--- config.mk ---
export PLATFORM = sky130hd
export DESIGN_NAME = mode7_scanout
export DESIGN_NICKNAME = d
export VERILOG_FILES = /design/src/rtl/mode7_scanout.sv
export SDC_FILE = /design/constraint.sdc
export NUM_CORES = 1
export LEC_CHECK = 0
export CAP_MARGIN = 25
export CORE_UTILIZATION = 40
export CTS_CLUSTER_DIAMETER = 150
export DETAILED_ROUTE_END_ITERATION = 10
export GPL_TIMING_DRIVEN = 0
export PLACE_DENSITY = 0.81
export SLEW_MARGIN = 30
export SYNTH_ARGS = -nofsm -noshare
export SYNTH_HDL_FRONTEND = slang
export SYNTH_SLANG_ARGS = --single-unit
--- constraint.sdc ---
create_clock -name clk -period 2.8 [get_ports clk]
set_input_delay 0.84 -clock clk [delete_from_list [all_inputs] [get_ports clk]]
set_output_delay 0.84 -clock clk [all_outputs]
set_load 0.1 [all_outputs]
--- src/rtl/mode7_scanout.sv ---
// mode7_scanout
//   VGA raster generator and pixel sink for the Mode7 renderer. Scans the
//   configured raster (640x480@60 by default), presents screen x/y to the affine
//   texture-lookup datapath, captures its RGB332 colour LAT pixel ticks later and
//   drives hsync/vsync/rgb/active aligned with that colour. Transform config is
//   latched once per frame so a frame never mixes two configurations.
//
// Ports
//   clk          system clock
//   rst_n        asynchronous reset, active low
//   pix_en       pixel-rate enable, one clk pulse per pixel
//   x, y         registered screen column/row to the lookup datapath
//   color_in     RGB332 from the datapath, valid LAT ticks after x/y
//   angle_in     requested rotation, sampled only at the frame boundary
//   scalex_in    requested X scale (16.8 fixed point)
//   scaley_in    requested Y scale (16.8 fixed point)
//   angle        frame-stable rotation to the datapath
//   scalex       frame-stable X scale
//   scaley       frame-stable Y scale
//   hsync        horizontal sync, active low
//   vsync        vertical sync, active low
//   rgb          {R[2:0],G[2:0],B[1:0]}, zero outside active video
//   active       high while rgb carries a visible pixel
//   frame_start  one-clk pulse on the tick that loads the shadow config

module mode7_scanout #(
    parameter int unsigned H_ACTIVE = 640,
    parameter int unsigned H_FP     = 16,
    parameter int unsigned H_SYNC   = 96,
    parameter int unsigned H_BP     = 48,
    parameter int unsigned V_ACTIVE = 480,
    parameter int unsigned V_FP     = 10,
    parameter int unsigned V_SYNC   = 2,
    parameter int unsigned V_BP     = 33,
    parameter int unsigned LAT      = 2
) (
    input  logic        clk,
    input  logic        rst_n,
    input  logic        pix_en,
    output logic [15:0] x,
    output logic [15:0] y,
    input  logic [7:0]  color_in,
    input  logic [15:0] angle_in,
    input  logic [23:0] scalex_in,
    input  logic [23:0] scaley_in,
    output logic [15:0] angle,
    output logic [23:0] scalex,
    output logic [23:0] scaley,
    output logic        hsync,
    output logic        vsync,
    output logic [7:0]  rgb,
    output logic        active,
    output logic        frame_start
);

    localparam int unsigned H_TOTAL = H_ACTIVE + H_FP + H_SYNC + H_BP;
    localparam int unsigned V_TOTAL = V_ACTIVE + V_FP + V_SYNC + V_BP;

    localparam logic [9:0] H_LAST   = 10'(H_TOTAL - 1);
    localparam logic [9:0] V_LAST   = 10'(V_TOTAL - 1);
    localparam logic [9:0] H_VIS    = 10'(H_ACTIVE);
    localparam logic [9:0] V_VIS    = 10'(V_ACTIVE);
    localparam logic [9:0] HS_START = 10'(H_ACTIVE + H_FP);
    localparam logic [9:0] HS_END   = 10'(H_ACTIVE + H_FP + H_SYNC);
    localparam logic [9:0] VS_START = 10'(V_ACTIVE + V_FP);
    localparam logic [9:0] VS_END   = 10'(V_ACTIVE + V_FP + V_SYNC);

    localparam logic [23:0] SCALE_ONE = 24'h000100;

    // raster counters
    logic [9:0]  r_h_cnt;
    logic [9:0]  r_v_cnt;

    // datapath coordinates and timing flags sampled alongside them
    logic [15:0] r_x;
    logic [15:0] r_y;
    logic        r_act0;
    logic        r_hs0_n;
    logic        r_vs0_n;

    // delay lines matching the lookup datapath latency
    logic [LAT-1:0] r_act_dl;
    logic [LAT-1:0] r_hs_dl;
    logic [LAT-1:0] r_vs_dl;

    // pin registers
    logic        r_hsync;
    logic        r_vsync;
    logic        r_active;
    logic [7:0]  r_rgb;

    // shadow configuration
    logic [15:0] r_angle;
    logic [23:0] r_scalex;
    logic [23:0] r_scaley;

    logic        w_h_last;
    logic        w_v_last;
    logic        w_frame_end;
    logic        w_act;
    logic        w_hs_n;
    logic        w_vs_n;

    always_comb begin
        w_h_last    = (r_h_cnt == H_LAST);
        w_v_last    = (r_v_cnt == V_LAST);
        w_frame_end = w_h_last && w_v_last;
        w_act       = (r_h_cnt < H_VIS) && (r_v_cnt < V_VIS);
        w_hs_n      = !((r_h_cnt >= HS_START) && (r_h_cnt < HS_END));
        w_vs_n      = !((r_v_cnt >= VS_START) && (r_v_cnt < VS_END));
    end

    always_ff @(posedge clk or negedge rst_n) begin
        if (!rst_n) begin
            r_h_cnt <= '0;
            r_v_cnt <= '0;
        end else if (pix_en) begin
            if (w_h_last) begin
                r_h_cnt <= '0;
                r_v_cnt <= w_v_last ? '0 : r_v_cnt + 10'd1;
            end else begin
                r_h_cnt <= r_h_cnt + 10'd1;
            end
        end
    end

    // Timing flags are registered in the same tick as x/y so the LAT-deep delay
    // line lines them up with color_in; the pin register adds the final tick.
    always_ff @(posedge clk or negedge rst_n) begin
        if (!rst_n) begin
            r_x     <= '0;
            r_y     <= '0;
            r_act0  <= 1'b0;
            r_hs0_n <= 1'b1;
            r_vs0_n <= 1'b1;
        end else if (pix_en) begin
            r_x     <= {6'd0, r_h_cnt};
            r_y     <= {6'd0, r_v_cnt};
            r_act0  <= w_act;
            r_hs0_n <= w_hs_n;
            r_vs0_n <= w_vs_n;
        end
    end

    // Delay lines clear to the inactive levels so no sync pulse or stale pixel
    // escapes right after reset.
    if (LAT == 1) begin : g_dl_single
        always_ff @(posedge clk or negedge rst_n) begin
            if (!rst_n) begin
                r_act_dl <= '0;
                r_hs_dl  <= '1;
                r_vs_dl  <= '1;
            end else if (pix_en) begin
                r_act_dl <= r_act0;
                r_hs_dl  <= r_hs0_n;
                r_vs_dl  <= r_vs0_n;
            end
        end
    end else begin : g_dl_multi
        always_ff @(posedge clk or negedge rst_n) begin
            if (!rst_n) begin
                r_act_dl <= '0;
                r_hs_dl  <= '1;
                r_vs_dl  <= '1;
            end else if (pix_en) begin
                r_act_dl <= {r_act_dl[LAT-2:0], r_act0};
                r_hs_dl  <= {r_hs_dl[LAT-2:0], r_hs0_n};
                r_vs_dl  <= {r_vs_dl[LAT-2:0], r_vs0_n};
            end
        end
    end

    always_ff @(posedge clk or negedge rst_n) begin
        if (!rst_n) begin
            r_hsync  <= 1'b1;
            r_vsync  <= 1'b1;
            r_active <= 1'b0;
            r_rgb    <= '0;
        end else if (pix_en) begin
            r_hsync  <= r_hs_dl[LAT-1];
            r_vsync  <= r_vs_dl[LAT-1];
            r_active <= r_act_dl[LAT-1];
            r_rgb    <= r_act_dl[LAT-1] ? color_in : 8'h00;
        end
    end

    always_ff @(posedge clk or negedge rst_n) begin
        if (!rst_n) begin
            r_angle  <= '0;
            r_scalex <= SCALE_ONE;
            r_scaley <= SCALE_ONE;
        end else if (pix_en && w_frame_end) begin
            r_angle  <= angle_in;
            r_scalex <= scalex_in;
            r_scaley <= scaley_in;
        end
    end

    assign x           = r_x;
    assign y           = r_y;
    assign hsync       = r_hsync;
    assign vsync       = r_vsync;
    assign active      = r_active;
    assign rgb         = r_rgb;
    assign angle       = r_angle;
    assign scalex      = r_scalex;
    assign scaley      = r_scaley;
    // high during the clk whose edge loads the shadow config
    assign frame_start = pix_en && w_frame_end;

endmodule
Yosys cells after proc, flatten, opt, wreduce, memory -nomap -nowiden
Index checks and enable logic that the tools add are counted.
Cells by class
  shift-type cells: 0
  bitwise logic cells: 0
  div/mod/pow operators: 0
  equality and inequality tests: 2
  multiply operators: 0
  magnitude comparators: 6
  mux-type cells: 3
  reduce and logical (&&, ||, !) cells: 8
  add/sub/neg operators: 2
Operators by type and width (number)
  $add 10x1->10 const B: 2
  $eq 10x10->1 const B: 2
  $lt 10x10->1 const B: 2
  $lt 10x9->1 const B: 2
  $mux 10: 2
  $ge 10x10->1 const B: 1
  $ge 10x9->1 const B: 1
  $mux 8: 1
  $logic_and 1x1->1: 5
  $logic_not 1->1: 2
  $reduce_and 2->1: 1
Word-level totals
  ROM bits: 0
  memories: 0
  bits in latches: 0
  output and inout port bits: 108
  register bits after elaboration: 124
  memory bits (writable): 0
  bits of input ports: 75
  logic and storage cells: 38

Depth between registers and ports, before layout
Gate-level depths: netlist (run 1).
  depth after elaboration: 3
  depth in mapped cells: 8
  depth with buffers taken out: 6

Worst setup path after synthesis (run 1)
OpenSTA, ideal clock, no wires.
  path type: input to output
  start point: input port pix_en
  end point: output port frame_start
  path buffers: 3
  data arrival time: 2.110 ns
  required time: 1.960 ns
  setup slack: -0.150 ns
  stages: 6
  path through: clkbuf_1 nand2_1 or3_4 nor2_4 buf_6 buf_6
Between the ends
  cells in the longest elaborated chain, start to end: 1
RTL lines
  start: declaration: line 39  | input logic pix_en,
  $logic_and 1x1->1: line 209  | assign frame_start = pix_en && w_frame_end;
  end: declaration: line 53  | output logic frame_start
No other way between the ends.

Worst setup path in the final report (run 1)
  start point: register r_h_cnt[0]
  end point: output port frame_start
Between the ends
  cells in the longest elaborated chain, start to end: 3
RTL lines
  start: declaration: line 71  | logic [9:0] r_h_cnt;
  start signal: assignment: line 122  | r_h_cnt <= r_h_cnt + 10'd1;
  $eq 10x10->1: line 105  | w_h_last = (r_h_cnt == H_LAST);
  $logic_and 1x1->1: line 107  | w_frame_end = w_h_last && w_v_last;
  $logic_and 1x1->1: line 209
No other way between the ends.

==> results of run 1 <==
## registers in the layout, summed over array words and instances, names as in the netlist, 2 cells and up
register / cells
angle: 16
r_hs_dl: 2
scalex: 24
y: 10
x: 10
rgb: 8
r_v_cnt: 10
scaley: 24
r_vs_dl: 2
r_h_cnt: 10
r_act_dl: 2
## where the power goes
| part | leakage, uW | internal [uW] | switching [uW] |
|---|---|---|---|
| combinational | 0.00188 | 307 | 658 |
| clock | 0.000300 | 1550 | 735 |
| sequential | 0.00163 | 1890 | 78.0 |
| total | 0.00382 | 3750 | 1470 |
## worst paths after layout
check                                    endpoint  slack (ps)
setup / recovery                      frame_start         -80
hold / removal              angle[13]$_DFFE_PN0P_         350
setup reg to reg           r_v_cnt[9]$_DFFE_PN0P_         530
hold reg to reg             angle[11]$_DFFE_PN0P_         480
max in group asynchronous   scaley[8]$_DFFE_PN1P_        1740
min in group clk            angle[11]$_DFFE_PN0P_         480
## synthesized netlist by cell type, types with 2 or more instances
cell	number
dfrtp_1	114
mux2_2	88
nand3_1	18
buf_4	17
inv_1	16
o21ai_0	13
dfstp_2	10
clkbuf_1	9
nor2_1	9
xnor2_1	9
nand4_1	7
nand2_1	6
and3_1	5
mux2_1	5
ha_1	4
nor3_1	4
nor4_1	4
xor2_1	4
buf_6	3
a21oi_1	2
mux2i_1	2
## metal layers
| layer | track usage, % | vias up | wire (um) |
|---|---|---|---|
| li1 | - | 1670 | - |
| met2 | 33.0 | 132 | 6160 |
| met3 | 6.80 | 15 | 837 |
| met4 | 7.01 | 0 | 186 |
| met1 | 21.9 | 1818 | 4800 |
| met5 | 0 | - | 0 |
## stage by stage
step / TNS, ps / cell area (um^2) / setup WS [ps] / util [%] / hold WS [ps]
final: -84.9 / 7840 / -84.9 / 64.2 / 347
after global routing: -174 / 7840 / -163 / 64.2 / 371
after CTS: -93.6 / 7770 / -93.6 / 63.6 / 349
after detailed placement: -1250 / 7090 / -1250 / 58.1 / 478
after global placement: -449240 / 7060 / -3740 / 57.8 / 470
after floorplan: 0 / 5150 / 9.51 / - / 465
## worst register-to-register path: stages, from the launching register on
cell and delay (ps):
dfrtp_1 420, ha_4 180, nand4b_1 160, buf_4 180, buf_4 140, nor4_1 700, mux2i_1 170, a211oi_1 230
## cell type report
cell class / count / area [um^2]
timing repair buffer: 181 / 1850
inverter: 16 / 60.1
buffer: 29 / 208
clock inverter: 7 / 138
fill: 979 / 4370
multi-input combinational: 206 / 1780
clock buffer: 24 / 482
sequential: 124 / 3120
tap: 168 / 210
## cells by family after synthesis
| kind of cell | share of synthesized area [%] |
|---|---|
| and+or+nand+nor | 7.20 |
| xor gates and xnor gates | 2.24 |
| buffers and inverters | 5.11 |
| AOI/OAI and AO/OA | 2.26 |
| other | 0.0736 |
| muxes | 21.0 |
| adders and majority gates | 0.983 |
| DFF | 61.2 |
## what timing repair did
item	in CTS	in global routing
endpoints found under the setup margin	5	17
endpoints found under the hold margin	0	0
buffers inserted	8	3
resized for setup	17	18
pin swaps	6	1
==> reports/metrics.csv, run 1 <==
stage,metric,value,unit
cts,clock sink total,124,
floorplan,number of core rows,40,
floorplan,overall die height,115,um
synthesis,cell area after technology mapping,5090,um^2
synthesis,number of library cell types mapped by synthesis,37,
place,Placed Cells,714,
floorplan,starting density of the core,41.7,%
synthesis,leading register cell type out of synthesis,dfrtp_1,
timing,Final setup viols,1,
pwr,power per cell area,666,nW/um^2
setup_path,path type of the worst setup path,flip-flop to output port,
cts,H-tree depth,4,
pwr,post-route total power,5220,uW
setup_path,"Largest stage delay, worst path",420,ps
drt,Routed Antenna Nets,0,
floorplan,area of the die,13200,um^2
drt,Avg WL per Cell,15.9,um
final_layout,fraction of final layout cells sized beyond drive strength 1,28.8,%
timing,worst-margin pin slew,1020,ps
cts,Max Root-Sink Buffers,2,
grt,total global routing track utilization,19.1,%
synthesis,gate count of the mapped netlist,365,
synthesis,count of flip-flops with a built-in enable after synthesis,0,
floorplan,I/O pins,183,
synthesis,Yosys top cell area share,56.0,%
final_layout,"commonest cells after routing, fill and taps aside","clkdlybuf4s50_1, dfrtp_1, mux2_2",
timing,number of max-slew violations in the final report,0,
drt,vias after detailed routing,3635,
grt,largest net degree at the start of global routing,70,
cts,TritonCTS clock tree,done,
cts,CTS Root Buffer Type,clkbuf_16,
pwr,maximum ir drop on the vdd rail,498,uV
setup_path,data arrival time of the critical path,2040,ps
status,run status,"finished, violations left",
synthesis,largest area contributor in the synthesized netlist,dfrtp_1,
setup_path,cell with the largest stage delay on the worst path,dfrtp_1,
final_layout,count of non-filler cells in the finished layout,755,
worst_hold_path,worst min-delay path class,input pin to asynchronous set/reset pin,
synthesis,"FFs w/ async S/R, synth",100,%
setup_path,critical path depth in cells,6,
timing,final critical-path setup slack,-84.9,ps
place,HPWL after detailed placement,8.61,mm
floorplan,core area,12200,um^2
cts,hold buffers post-CTS,0,
timing,maximum clock rate,347,MHz
drt,routed wire length,12.0,mm
cts,number of buffers inserted during clock tree synthesis,17,
grt,number of global-route vias before repair,3857,
setup_path,most common cell type on the critical path,buf_12,
grt,antenna violations before repair,0,
synthesis,Yosys warning count,0,
timing,setup repair after global routing missed its margin,yes,
drt,number of DRC violations after detailed routing,0,
setup_path,critical path cell sequence,ha_4 -> nand4b_1 -> or3_4 -> nor2_4 -> buf_12 -> buf_12,
pwr,leakage power total,0.00382,uW
drt,Starting DRT DRC Count,177,
timing,final cycle utilization of the critical path,103,%
timing,worst slew slack as a fraction of its limit,32.0,%
final_layout,layout overhead on the synthesized area,54.0,%
final_layout,diodes inserted,0,
setup_path,Critical path origin,r_h_cnt[0]$_DFFE_PN0P_,
setup_path,"critical path fanouts, max",11,
place,final estimated routing congestion in global placement,0.792,
cts,later-pin clock latency in the skew report,410,ps
final_layout,"commonest non-fill, non-tap cell in the layout",clkdlybuf4s50_1,
flow_run,max-cap violations,0,
cts,Clock Pin Slew Worst Setup and Hold Paths,50,ps
timing,number of hold-slack violations in the final timing report,0,
drt,first drt pass iteration count,4,
drt,Via-to-Cell Ratio,4.81,
synthesis,Mean Syn Cell Area,14.0,um^2
synthesis,synthesis-stage register bit count,124,
timing,Clock Skews,7.73,ps
grt,total congestion overflow after global routing,0,
final_layout,number of nets in the finished design,654,
floorplan,die span in x,115,um
grt,first-pass GRT wire length,19.1,mm
timing,Final min period,2880,ps
setup_path,number of buffers and inverters on the critical path,2,
setup_path,required time at the worst-slack endpoint,1960,ps
setup_path,dominant delay contributor by cell family on the critical path,simple AND/OR/NAND/NOR gates,
setup_path,FF-to-FF path depth,7,
setup_path,Critical Path Source Type,flip-flop,
synthesis,synth top area cells,"dfrtp_1, mux2_2, dfstp_2, buf_4, nand3_1",
status,failing checks,setup timing,
setup_path,Worst Setup End Kind,output port,
synthesis,sequential cell area fraction in the yosys report,61.2,%
place,I/O Buffers,169,
setup_path,critical register-to-register path startpoint,r_h_cnt[0]$_DFFE_PN0P_,
Power figures use the tool's default switching activity.
==> inputs of run 2 (changes only) <==
--- a/config.mk
+++ b/config.mk
@@ -6,11 +6,11 @@
 export NUM_CORES = 1
 export LEC_CHECK = 0
 export CAP_MARGIN = 25
-export CORE_UTILIZATION = 40
+export CORE_UTILIZATION = 45
 export CTS_CLUSTER_DIAMETER = 150
 export DETAILED_ROUTE_END_ITERATION = 10
 export GPL_TIMING_DRIVEN = 0
-export PLACE_DENSITY = 0.81
+export PLACE_DENSITY = 0.85
 export SLEW_MARGIN = 30
 export SYNTH_ARGS = -nofsm -noshare
 export SYNTH_HDL_FRONTEND = slang
==> constraint.sdc (replaced) <==
create_clock -name clk -period 2.9 [get_ports clk]
set_input_delay 0.87 -clock clk [delete_from_list [all_inputs] [get_ports clk]]
set_output_delay 0.87 -clock clk [all_outputs]
set_load 0.1 [all_outputs]
==> reports/metrics.csv, run 2 (same netlist as run 1, synthesis figures left out) <==
stage,metric,value,unit
cts,Clock Pin Slew Worst Setup and Hold Paths,50,ps
timing,setup repair after global routing missed its margin,no,
floorplan,die span in x,108,um
final_layout,Fillers,752,
final_layout,fraction of final layout cells sized beyond drive strength 1,30.9,%
drt,first drt pass iteration count,6,
pwr,power per cell area,612,nW/um^2
drt,vias after detailed routing,3702,
setup_path,data arrival time of the critical path,1980,ps
floorplan,I/O pins,183,
timing,Final min period,2850,ps
drt,Avg WL per Cell,16.4,um
floorplan,number of core rows,38,
cts,H-tree depth,4,
setup_path,"critical path fanouts, max",7,
final_layout,"commonest non-fill, non-tap cell in the layout",clkdlybuf4s50_1,
final_layout,utilization after layout,71.2,%
floorplan,overall die height,108,um
setup_path,cell with the largest stage delay on the worst path,or3_4,
setup_path,end of the worst register-to-register path,scalex[12]$_DFFE_PN0P_,
final_layout,number of nets in the finished design,664,
final_layout,multi-input combinational cell area,1810,um^2
pwr,maximum ir drop on the vdd rail,447,uV
place,final estimated routing congestion in global placement,0.800,
timing,Clock Skews,8.06,ps
status,run status,"complete, no violations",
timing,worst-margin pin slew,1020,ps
setup_path,reg-to-reg setup timing slack,840,ps
floorplan,core area,10900,um^2
grt,antenna violations before repair,0,
drt,number of DRC violations after detailed routing,0,
place,I/O Buffers,169,
setup_path,Worst Setup End Kind,output port,
flow_run,max-cap violations,0,
final_layout,diodes inserted,0,
setup_path,critical register-to-register path startpoint,r_h_cnt[5]$_DFFE_PN0P_,
cts,later-pin clock latency in the skew report,410,ps
floorplan,starting density of the core,46.6,%
grt,total global routing track utilization,22.2,%
setup_path,path type of the worst setup path,input pin to output port,
floorplan,area of the die,11700,um^2
cts,Max Root-Sink Buffers,2,
final_layout,"commonest cells after routing, fill and taps aside","clkdlybuf4s50_1, dfrtp_1, mux2_2",
timing,number of max-slew violations in the final report,0,
worst_hold_path,worst min-delay path class,input pin to asynchronous set/reset pin,
drt,Starting DRT DRC Count,123,
drt,Routed Antenna Nets,0,
final_layout,count of non-filler cells in the finished layout,738,
final_layout,Reg area,3120,um^2
timing,total negative slack,0,ps
final_layout,layout overhead on the synthesized area,52.9,%
grt,total congestion overflow after global routing,0,
cts,number of buffers inserted during clock tree synthesis,17,
timing,final cycle utilization of the critical path,98.3,%
timing,number of hold-slack violations in the final timing report,0,
timing,Final setup viols,0,
grt,first-pass GRT wire length,19.3,mm
setup_path,Critical Path Source Type,input pin,
drt,routed wire length,12.1,mm
grt,largest net degree at the start of global routing,70,
grt,number of global-route vias before repair,3894,
setup_path,critical path cell sequence,clkbuf_4 -> nand2_4 -> or3_4 -> nor2_4 -> buf_8 -> buf_12,
cts,clock sink total,124,
cts,TritonCTS clock tree,done,
setup_path,"Largest stage delay, worst path",420,ps
cts,CTS Root Buffer Type,clkbuf_16,
place,HPWL after detailed placement,8.44,mm
timing,maximum clock rate,351,MHz
timing,worst slew slack as a fraction of its limit,31.5,%
drt,Via-to-Cell Ratio,5.02,
setup_path,FF-to-FF path depth,7,
setup_path,required time at the worst-slack endpoint,2030,ps
cts,hold buffers post-CTS,0,
pwr,leakage power total,0.00355,uW
place,Placed Cells,686,
[run 2: changes by cell type in the layout (fill, tap and decap cells not counted), sizes merged]
| cell | before | now |
|---|---|---|
| buf | 35 | 45 |
| dlymetal6s2s | 16 | 0 |
| clkdlybuf4s50 | 146 | 162 |
| bufinv | 4 | 1 |
| clkbuf | 33 | 30 |
| clkinvlp | 1 | 4 |
| clkinv | 2 | 6 |
[run 2: timing repair]
item                       CTS  global route
buffers inserted            10            11
resized for setup           21             6
pin swaps                    5             4
setup endpoints to repair    5             1
[run 2: metrics by stage]
stage / total power, uW / cell area (um^2) / hold WS, ps / worst slack, ps
after floorplan: 2540 / 5140 / 465 / 19.3
after global placement: 2810 / 7010 / 466 / -3640
after detailed placement: 2830 / 7040 / 483 / -1290
after CTS: 4800 / 7680 / 387 / -15.8
after global routing: 4950 / 7780 / 396 / 3.33
final: 4760 / 7780 / 371 / 49.5
[run 2: worst max path at each step]
stage                                start                     to  slack [ps]  depth (start not counted)
floorplan                           pix_en            frame_start          20                          6
global placement                     rst_n  angle[10]$_DFFE_PN0P_       -3640                          1
detailed placement                  pix_en            frame_start       -1290                          7
CTS                 r_h_cnt[5]$_DFFE_PN0P_            frame_start         -20                          6
global route        r_h_cnt[5]$_DFFE_PN0P_            frame_start           3                          6
finish                              pix_en            frame_start          50                          6
[run 2: layout make-up]
cell class / count / share of cell area, %
well taps: 140 / 2.25
clock buffers: 21 / 5.79
flip-flops and latches: 124 / 40.1
plain buffers: 29 / 2.52
inverters: 16 / 0.771
repair buffers: 191 / 24.2
clock inverters: 11 / 1.25
multi-input cells: 206 / 23.2
[run 2: power by group]
group	switching (uW)	internal, uW	total, uW
Clock	730	1190	1920
Combinational	640	305	945
Sequential	70.7	1820	1890
Total	1440	3320	4760
[run 2: worst max-delay path: cells and delay by family]
family	cells	cell delay [ps]
simple gates	3	630
buf+inv	3	480
[run 2: routing by layer]
| metal | track usage [%] | wire (um) |
|---|---|---|
| met1 | 25.3 | 4580 |
| met2 | 35.9 | 6070 |
| met3 | 11.3 | 1230 |
| met4 | 7.63 | 204 |
| met5 | 0 | 0 |
==> inputs of run 3 (changes only) <==
--- a/config.mk
+++ b/config.mk
@@ -5,12 +5,13 @@
 export SDC_FILE = /design/constraint.sdc
 export NUM_CORES = 1
 export LEC_CHECK = 0
+export ABC_AREA = 1
 export CAP_MARGIN = 25
-export CORE_UTILIZATION = 45
+export CORE_UTILIZATION = 35
 export CTS_CLUSTER_DIAMETER = 150
 export DETAILED_ROUTE_END_ITERATION = 10
 export GPL_TIMING_DRIVEN = 0
-export PLACE_DENSITY = 0.85
+export PLACE_DENSITY = 0.69
 export SLEW_MARGIN = 30
 export SYNTH_ARGS = -nofsm -noshare
 export SYNTH_HDL_FRONTEND = slang
==> reports/metrics.csv, run 3 <==
stage,metric,value,unit
drt,first drt pass iteration count,4,
cts,H-tree depth,4,
final_layout,count of non-filler cells in the finished layout,1007,
grt,total global routing track utilization,17.1,%
final_layout,layout overhead on the synthesized area,49.9,%
floorplan,core area,15200,um^2
setup_path,required time at the worst-slack endpoint,2030,ps
synthesis,sequential cell area fraction in the yosys report,57.0,%
setup_path,critical register-to-register path startpoint,r_h_cnt[0]$_DFFE_PN0P_,
setup_path,critical path cell sequence,inv_2 -> ha_1 -> nand4_1 -> nor2_2 -> nand2_2 -> nor2_4 -> buf_8 -> buf_12,
drt,Via-to-Cell Ratio,4.51,
status,run status,"complete, no violations",
flow_run,max-cap violations,0,
grt,first-pass GRT wire length,21.2,mm
timing,Final min period,2820,ps
synthesis,gate count of the mapped netlist,599,
grt,number of global-route vias before repair,4115,
final_layout,"commonest non-fill, non-tap cell in the layout",nand2_1,
cts,later-pin clock latency in the skew report,410,ps
cts,Max Root-Sink Buffers,2,
grt,total congestion overflow after global routing,0,
synthesis,synth top area cells,"dfrtp_1, nand2_1, nand2_2, dfstp_2, o21ai_0",
final_layout,"commonest cells after routing, fill and taps aside","nand2_1, clkdlybuf4s50_1, dfrtp_1",
setup_path,"critical path fanouts, max",9,
floorplan,number of core rows,45,
synthesis,count of flip-flops with a built-in enable after synthesis,0,
setup_path,path type of the worst setup path,flip-flop to output port,
drt,vias after detailed routing,4538,
synthesis,"FFs w/ async S/R, synth",100,%
pwr,post-route total power,5170,uW
final_layout,diodes inserted,0,
setup_path,end of the worst register-to-register path,angle[13]$_DFFE_PN0P_,
timing,number of hold-slack violations in the final timing report,0,
cts,clock sink total,124,
pwr,maximum ir drop on the vdd rail,399,uV
timing,worst slew slack as a fraction of its limit,30.8,%
floorplan,starting density of the core,36.0,%
floorplan,overall die height,127,um
cts,CTS Root Buffer Type,clkbuf_16,
synthesis,leading post-synthesis cells by instance count,"nand2_1, dfrtp_1, nand2_2, nor2_1, o21ai_0",
synthesis,most repeated cell in the gate-level netlist after synthesis,nand2_1,
timing,final cycle utilization of the critical path,97.2,%
setup_path,Critical Path Source Type,flip-flop,
setup_path,FF-to-FF path depth,9,
place,HPWL after detailed placement,9.35,mm
synthesis,Yosys top cell area share,52.2,%
floorplan,I/O pins,183,
place,Placed Cells,968,
final_layout,fraction of final layout cells sized beyond drive strength 1,17.9,%
synthesis,number of library cell types mapped by synthesis,35,
place,post-place instance area,7460,um^2
setup_path,reg-to-reg setup timing slack,1000,ps
pwr,power per cell area,631,nW/um^2
synthesis,Mean Syn Cell Area,9.13,um^2
synthesis,synthesis-stage register bit count,124,
setup_path,dominant delay contributor by cell family on the critical path,simple AND/OR/NAND/NOR gates,
drt,routed wire length,13.4,mm
floorplan,die span in x,127,um
drt,Avg WL per Cell,13.3,um
grt,antenna violations before repair,0,
place,final estimated routing congestion in global placement,0.852,
timing,total negative slack,0,ps
timing,number of max-slew violations in the final report,0,
drt,number of DRC violations after detailed routing,0,
timing,Clock Skews,6.56,ps
cts,TritonCTS clock tree,done,
timing,worst-margin pin slew,1040,ps
cts,number of buffers inserted during clock tree synthesis,17,
final_layout,post-route standard cell area excluding fillers,8190,um^2
timing,maximum clock rate,355,MHz
timing,Final setup viols,0,
setup_path,data arrival time of the critical path,1950,ps
final_layout,number of nets in the finished design,885,
drt,Routed Antenna Nets,0,
setup_path,Worst Setup End Kind,output port,
grt,largest net degree at the start of global routing,72,
pwr,leakage power total,0.00402,uW
cts,Clock Pin Slew Worst Setup and Hold Paths,60,ps
setup_path,cell with the largest stage delay on the worst path,dfrtp_2,
place,I/O Buffers,169,
worst_hold_path,worst min-delay path class,input pin to asynchronous set/reset pin,
synthesis,Yosys warning count,0,
floorplan,area of the die,16100,um^2
drt,Starting DRT DRC Count,256,
setup_path,"Largest stage delay, worst path",430,ps
synthesis,largest area contributor in the synthesized netlist,dfrtp_1,
setup_path,number of buffers and inverters on the critical path,3,
synthesis,cell area after technology mapping,5470,um^2
synthesis,leading register cell type out of synthesis,dfrtp_1,
cts,hold buffers post-CTS,0,
[run 3: changes by cell type after synthesis, moves of 4 or more]
cell	before	now
o21ai_0	13	24
nand2_1	6	247
nor2_4	1	5
nor4_1	4	0
mux2_2	88	0
and3_1	5	0
inv_1	16	21
nor2_1	9	30
buf_12	0	5
xnor2_1	9	0
buf_4	17	12
mux2_1	5	0
nand2_2	0	52
[run 3: cell families after synthesis]
group | Yosys count | share of synthesized area [%]
simple gates | 370 | 30.2
flops | 124 | 57.0
buf+inv | 63 | 7.78
compound gates | 30 | 2.88
xor+xnor | 7 | 1.12
fa+ha+maj | 4 | 0.916
other cells | 1 | 0.0686
[run 3: per-stage QoR]
| stage | utilization [%] | hold slack [ps] | setup WS (ps) |
|---|---|---|---|
| after floorplan | - | 444 | 186 |
| after global placement | 48.9 | 451 | -4150 |
| after detailed placement | 49.1 | 453 | -861 |
| after CTS | 53.5 | 373 | -9.81 |
| after global routing | 53.9 | 386 | -8.77 |
| final | 53.9 | 367 | 81.6 |
[run 3: timing repair]
item / 4_1_cts / 5_1_grt
resized for setup: 16 / 4
endpoints found under the setup margin: 5 / 1
setup buffers: 0 / 6
cloned: 0 / 1
pin swaps: 0 / 2
[run 3: where the power goes]
part | switching (uW) | leakage (uW) | internal [uW]
clock network | 734 | 0.000319 | 1620
registers | 80.3 | 0.00164 | 1830
logic | 656 | 0.00207 | 251
[run 3: worst max-delay path by stage]
stage / start / end / slack [ps] / depth (start not counted)
final: r_v_cnt[0]$_DFFE_PN0P_ / frame_start / 80 / 8
after floorplan: pix_en / frame_start / 190 / 4
after CTS: r_v_cnt[0]$_DFFE_PN0P_ / frame_start / -10 / 8
after global placement: rst_n / scalex[5]$_DFFE_PN0P_ / -4150 / 1
after global routing: r_v_cnt[0]$_DFFE_PN0P_ / frame_start / -9 / 8
after detailed placement: pix_en / frame_start / -860 / 5
[run 3: metal layers]
metal	track usage, %	vias up	part of all wire, %
met2	27.3	126	49
met5	0	-	0
met3	4.10	22	4.2
li1	-	2259	-
met1	22.4	2131	44
met4	7.14	0	1.8
[run 3: layout make-up]
cell class	count	area, um^2
sequential	124	3120
tap	188	235
buffer	39	345
clock buffer	26	499
inverter	24	90.1
fill	1396	7010
clock inverter	6	155
timing repair buffer	176	1770
multi-input combinational	424	1980
